## config.mk

```make
export PLATFORM = sky130hd
export DESIGN_NAME = ssd_scan_driver
export DESIGN_NICKNAME = d
export VERILOG_FILES = /design/src/rtl/ssd_scan_driver_pkg.sv /design/src/rtl/ssd_scan_driver_glyph_rom.sv /design/src/rtl/ssd_scan_driver.sv
export SDC_FILE = /design/constraint.sdc
export NUM_CORES = 1
export LEC_CHECK = 0
export CORE_UTILIZATION = 61
export DETAILED_ROUTE_END_ITERATION = 12
export DONT_BUFFER_PORTS = 1
export HOLD_SLACK_MARGIN = 0.08
export PLACE_DENSITY = 0.87
export SLEW_MARGIN = 20
export SYNTH_ARGS = -nofsm -noshare
export SYNTH_HDL_FRONTEND = slang
export SYNTH_HIERARCHICAL = 1
export SYNTH_SLANG_ARGS = --single-unit
```

## constraint.sdc

```tcl
create_clock -name clk -period 6.1 [get_ports clk]
set_input_delay 0.305 -clock clk [delete_from_list [all_inputs] [get_ports clk]]
set_output_delay 0.305 -clock clk [all_outputs]
set_load 0.02 [all_outputs]
```

## src/rtl/ssd_scan_driver_pkg.sv

```systemverilog
// Shared seven-segment code points (also used by the lock FSM) and glyph constants.
package ssd_scan_driver_pkg;

  typedef logic [4:0] ssd_code_t;
  typedef logic [6:0] ssd_glyph_t;

  localparam ssd_code_t SSD_BLANK = 5'd0;
  localparam ssd_code_t SSD_A     = 5'd10;
  localparam ssd_code_t SSD_B     = 5'd11;
  localparam ssd_code_t SSD_E     = 5'd12;
  localparam ssd_code_t SSD_C     = 5'd13;
  localparam ssd_code_t SSD_L     = 5'd14;
  localparam ssd_code_t SSD_DASH  = 5'd15;
  localparam ssd_code_t SSD_D     = 5'd16;
  localparam ssd_code_t SSD_O     = 5'd17;
  localparam ssd_code_t SSD_P     = 5'd18;
  localparam ssd_code_t SSD_N     = 5'd19;
  localparam ssd_code_t SSD_U     = 5'd20;

  // Active-low {g,f,e,d,c,b,a}; all ones means every segment off.
  localparam ssd_glyph_t GLYPH_BLANK = 7'h7F;
  localparam logic [3:0] AN_ALL_OFF  = 4'b1111;

  // Codes 1..9 are the decimal digits themselves.
  function automatic ssd_code_t digit_code(input logic [3:0] value);
    return (value <= 4'd9) ? ssd_code_t'(value) : SSD_BLANK;
  endfunction

endpackage

```

## src/rtl/ssd_scan_driver_glyph_rom.sv

```systemverilog
// Combinational 5-bit display code to active-low segment pattern.
module ssd_glyph_rom
  import ssd_scan_driver_pkg::*;
(
  input  logic [4:0] code_i,
  output logic [6:0] glyph_o
);

  always_comb begin
    glyph_o = GLYPH_BLANK;
    case (code_i)
      5'd1:     glyph_o = 7'h79;
      5'd2:     glyph_o = 7'h24;
      5'd3:     glyph_o = 7'h30;
      5'd4:     glyph_o = 7'h19;
      5'd5:     glyph_o = 7'h12;
      5'd6:     glyph_o = 7'h02;
      5'd7:     glyph_o = 7'h78;
      5'd8:     glyph_o = 7'h00;
      5'd9:     glyph_o = 7'h10;
      SSD_A:    glyph_o = 7'h08;
      SSD_B:    glyph_o = 7'h03;
      SSD_E:    glyph_o = 7'h06;
      SSD_C:    glyph_o = 7'h46;
      SSD_L:    glyph_o = 7'h47;
      SSD_DASH: glyph_o = 7'h3F;
      SSD_D:    glyph_o = 7'h21;
      SSD_O:    glyph_o = 7'h40;
      SSD_P:    glyph_o = 7'h0C;
      SSD_N:    glyph_o = 7'h2B;
      SSD_U:    glyph_o = 7'h41;
      default:  glyph_o = GLYPH_BLANK;
    endcase
  end

endmodule

```

## src/rtl/ssd_scan_driver.sv

```systemverilog
// Four-digit common-anode scan driver: frame-coherent shadow of the ssd word,
// one anode per refresh slot, optional per-digit blink.
module ssd_scan_driver
  import ssd_scan_driver_pkg::*;
#(
  parameter int REFRESH_DIV = 100000,
  parameter int BLINK_DIV   = 50000000
) (
  input  logic        clk,
  input  logic        rst,
  input  logic [19:0] ssd,
  input  logic [3:0]  blink_mask,
  output logic [3:0]  AN,
  output logic [6:0]  seven_out
);

  localparam int RW = (REFRESH_DIV > 1) ? $clog2(REFRESH_DIV) : 1;
  localparam int BW = (BLINK_DIV > 1) ? $clog2(BLINK_DIV) : 1;
  localparam logic [RW-1:0] REFRESH_LAST = RW'(REFRESH_DIV - 1);
  localparam logic [BW-1:0] BLINK_LAST   = BW'(BLINK_DIV - 1);

  logic [RW-1:0] refresh_cnt_q, refresh_cnt_d;
  logic [BW-1:0] blink_cnt_q, blink_cnt_d;
  logic          blink_phase_q, blink_phase_d;
  logic [1:0]    idx_q, idx_d;
  logic [19:0]   shadow_q, shadow_d;
  logic [3:0]    an_q, an_d;
  logic [6:0]    seg_q, seg_d;

  logic          tick;
  logic          blink_wrap;
  logic          suppress;
  logic [4:0]    digit_code_w [4];
  logic [4:0]    cur_code;
  logic [6:0]    cur_glyph;

  for (genvar gi = 0; gi < 4; gi++) begin : g_digit
    assign digit_code_w[gi] = shadow_q[5*gi +: 5];
  end

  assign tick       = (refresh_cnt_q == REFRESH_LAST);
  assign blink_wrap = (blink_cnt_q == BLINK_LAST);
  assign cur_code   = digit_code_w[idx_q];
  assign suppress   = blink_mask[idx_q] & blink_phase_q;

  ssd_glyph_rom u_glyph_rom (
    .code_i  (cur_code),
    .glyph_o (cur_glyph)
  );

  always_comb begin
    refresh_cnt_d = tick ? '0 : refresh_cnt_q + 1'b1;
    blink_cnt_d   = blink_wrap ? '0 : blink_cnt_q + 1'b1;
    blink_phase_d = blink_phase_q ^ blink_wrap;
    idx_d         = tick ? idx_q + 2'd1 : idx_q;
    // Latch only at the last slot so the coming frame shows one coherent word.
    shadow_d      = (tick && idx_q == 2'd3) ? ssd : shadow_q;
    an_d          = suppress ? AN_ALL_OFF : ~(4'b0001 << idx_q);
    seg_d         = suppress ? GLYPH_BLANK : cur_glyph;
  end

  always_ff @(posedge clk) begin
    if (rst) begin
      refresh_cnt_q <= '0;
      blink_cnt_q   <= '0;
      blink_phase_q <= 1'b0;
      idx_q         <= 2'd0;
      shadow_q      <= 20'd0;
      an_q          <= AN_ALL_OFF;
      seg_q         <= GLYPH_BLANK;
    end else begin
      refresh_cnt_q <= refresh_cnt_d;
      blink_cnt_q   <= blink_cnt_d;
      blink_phase_q <= blink_phase_d;
      idx_q         <= idx_d;
      shadow_q      <= shadow_d;
      an_q          <= an_d;
      seg_q         <= seg_d;
    end
  end

  assign AN        = an_q;
  assign seven_out = seg_q;

endmodule

```

==> results.cfg <==
[run_status]
status = finished clean

[finish]
final_core_util_pct = 66.9
fin_nets = 453
antenna_cells = 0
fillers = 465
final_layout_size_suffix_gt1_share_pct = 7.86
area_delta_synth_final_pct = 4.92

[logic_synthesis]
synth.ff_latch_count = 77
muxShareOfSynthArea_pct = 4.79
synth-compound-area-share_pct = 16.4
syn_area_um2 = 3820
synth_ff_type = dfxtp_1
ys_seq_area_share_pct = 40.4
yosysUniqueCellTypes = 50
synth_edf_count = 0
yosys_warnings = 6
synth_xor_area_share_pct = 5.74
synthAdderAreaFrac_pct = 3.93
postSynthCellCount = 431
synth-async-reset-ratio_pct = 0
synth_nets = 469
synth_top_family_by_area = simple AND/OR/NAND/NOR gates
synthSimpleGateAreaFrac_pct = 23.1
syn_avg_cell_area_um2 = 8.86

[setup_path]
timing.critical_path.fanout_max = 24
r2r_cells = 5
critPathLaunchType = flop
cp_cell_sequence = ha_1, nand3b_1, nor3b_4, nand4_1, a21oi_1
cp_num_cells = 5
cp.required_ns = 6.37
path_buf_inv = 0
critPathTopFamily = simple AND/OR/NAND/NOR gates
worstSetupStartpoint = refresh_cnt_q[0]
rr_endpoint = shadow_q[4]
crit_path_max_incr_delay_ns = 0.94
r2r_start = refresh_cnt_q[0]
ff2ff_setup_slack_ns = 3.29
endpoint_kind = flop
slowest_stage = nor3b_4
crit_type = flop to flop
arrival_ns = 3.08

[detailed_routing]
remaining_drc_errors = 0
first_pass_iters = 5
routed_wirelength_um = 7920
drtIter0Drc = 368
via_per_inst = 6.55
via_count = 3244
drt-wirelength-per-cell_um = 16.0
ant_nets = 0

[pwr]
leakagePower_nw = 1.19
ir_drop_mv = 0.184
p_per_area_nw_per_um2 = 228
report.power.total_mw = 0.914

[timing]
report.final.slew_viol_count = 0
finalSetupViolCount = 0
whs_ns = 0.0967
rsz0062_at_grt = no
worst_slew_pin_slew_ns = 1.01
finalCriticalPeriod_ns = 2.81
max-slew-margin-rel_pct = 32.5
fin_tns_setup_ns = 0
fin_crit_sh_pct = 46.0
finalHoldViolCount = 0
skew_ns = 0.00780
fmax_mhz = 356
worst_slack_ns = 3.29

[cts]
clkSinkCount = 77
insertion_delay_ns = 0.36
cts_root_buffer = clkbuf_8
numCtsBuffers = 9
cts_tree = done
post_cts_resize_count = 0
path_clk_slew_ns = 0.08
clk_path_buf_depth = 2
htree_levels = 3

[place]
pre_cts_ws_ns = 3.07
routabilityCongestion = 0.784
dp_hpwl_um = 5320
io_buffer_count = 0

[job]
drv_cap = 0

[floorplanning]
start_util_pct = 63.7
num_io_pins = 37
die_w_um = 81.1
die_height_um = 81.1
core_um2 = 5990
placementRows = 28
die-area_um2 = 6580

[global_route]
grtUsageTotal_pct = 24.9
antenna_found_initial = 0
grt_pass1_vias = 2853
grt_overflow = 0
grt_start_max_net_pins = 26
grt_first_pass_wirelength_um = 12600

[hold_path]
hp-start = ssd[3]
hold-path-endpoint = shadow_q[3]
hold-path-cell-count = 2
min_path_type = input pin to flop
[final cells by class]
class | instances | area [um2] | area share [%]
multi-input combinational | 304 | 2070 | 51.7
clock buffer | 10 | 138 | 3.44
clock inverter | 6 | 62.6 | 1.56
inverter | 20 | 75.1 | 1.87
tap | 75 | 93.8 | 2.34
sequential | 77 | 1540 | 38.5
timing repair buffer | 3 | 25.0 | 0.625
[kinds of logic (layout without fill, tap and decap cells)]
kind of cell    count (synthesis)  after routing
flops                          77             77
simple gates                  158            158
buf+inv                        50             39
fa+ha+maj                      12             12
mux                            10             10
xor+xnor                       25             25
compound gates                 99             99
[how the worst max path moves through the flow]
stage / to / slack (ns)
4_1_cts: shadow_q[4] / 3.02
5_1_grt: shadow_q[5] / 3.01
6_report: shadow_q[4] / 3.29
3_3_place_gp: shadow_q[15] / 3.18
2_1_floorplan: seven_out[1] / 3.52
3_5_place_dp: shadow_q[4] / 3.07
[layer usage]
layer	share of wire, %	up-vias	routed length [um]	GRT usage, %
li1	-	1560	-	-
met1	42	1564	3310	29.2
met2	51	101	4040	42.1
met3	5.4	19	427	8.31
met4	1.8	0	139	9.29
met5	0	-	0	0
[power by group]
group	internal [mW]	total, mW	switching, mW
registers	0.506	0.510	0.00447
clock network	0.198	0.387	0.189
logic	0.00566	0.0170	0.0113
total	0.710	0.914	0.205
[cell usage in the layout, fill, tap and decap left out, types with 2 or more instances in the layout]
| cell | Yosys | layout |
|---|---|---|
| a21oi_1 | 41 | 41 |
| and3_1 | 3 | 3 |
| and4_1 | 3 | 3 |
| buf_4 | 0 | 2 |
| clkbuf_8 | 0 | 10 |
| clkinv_2 | 0 | 2 |
| clkinvlp_4 | 0 | 3 |
| dfxtp_1 | 77 | 77 |
| ha_1 | 12 | 12 |
| inv_1 | 20 | 20 |
| mux2_2 | 2 | 2 |
| mux4_2 | 6 | 6 |
| nand2_1 | 19 | 19 |
| nand2b_1 | 10 | 10 |
| nand3_1 | 15 | 15 |
| nand4_1 | 33 | 33 |
| nor2_1 | 33 | 33 |
| nor3_1 | 8 | 8 |
| nor4_1 | 6 | 6 |
| o21ai_0 | 9 | 9 |
| o21ai_1 | 2 | 2 |
| o22a_1 | 2 | 2 |
| o22ai_1 | 5 | 5 |
| o31ai_1 | 30 | 30 |
| o41ai_1 | 2 | 2 |
| or3_1 | 5 | 5 |
| or4_1 | 11 | 11 |
| xnor2_1 | 14 | 14 |
| xor2_1 | 11 | 11 |
[cell usage after synthesis (all sizes together) (9+ instances only)]
| cell type | count | area share [%] |
|---|---|---|
| dfxtp | 77 | 40 |
| a21oi | 41 | 5.4 |
| nand4 | 33 | 5.4 |
| nor2 | 33 | 3.2 |
| o31ai | 30 | 5.9 |
| clkbuf | 21 | 2.1 |
| inv | 20 | 2.0 |
| nand2 | 19 | 1.9 |
| nand3 | 16 | 2.2 |
| xnor2 | 14 | 3.2 |
| ha | 12 | 3.9 |
| or4 | 12 | 2.5 |
| o21ai | 11 | 1.4 |
| xor2 | 11 | 2.5 |
| nand2b | 10 | 1.6 |
| buf | 9 | 1.7 |
[what timing repair did]
item                      in CTS  in global routing
setup buffers                  0                  0
hold buffers                   1                  0
hold endpoints to repair      24                  0
[per-stage QoR]
stage               instances  instance area [um2]
finish                    495                 4010
global route              495                 4010
CTS                       495                 4000
detailed placement        478                 3790
global placement          478                 3790
floorplan                 431                 3820
[registers in the layout, indices dropped and copies added (netlist names)]
register / cells
blink_cnt_q: 26
idx_q: 2
shadow_q: 20
seven_out: 7
blink_phase_q: 1
AN: 4
refresh_cnt_q: 17
Note: power is estimated with default switching activity, not from simulation.
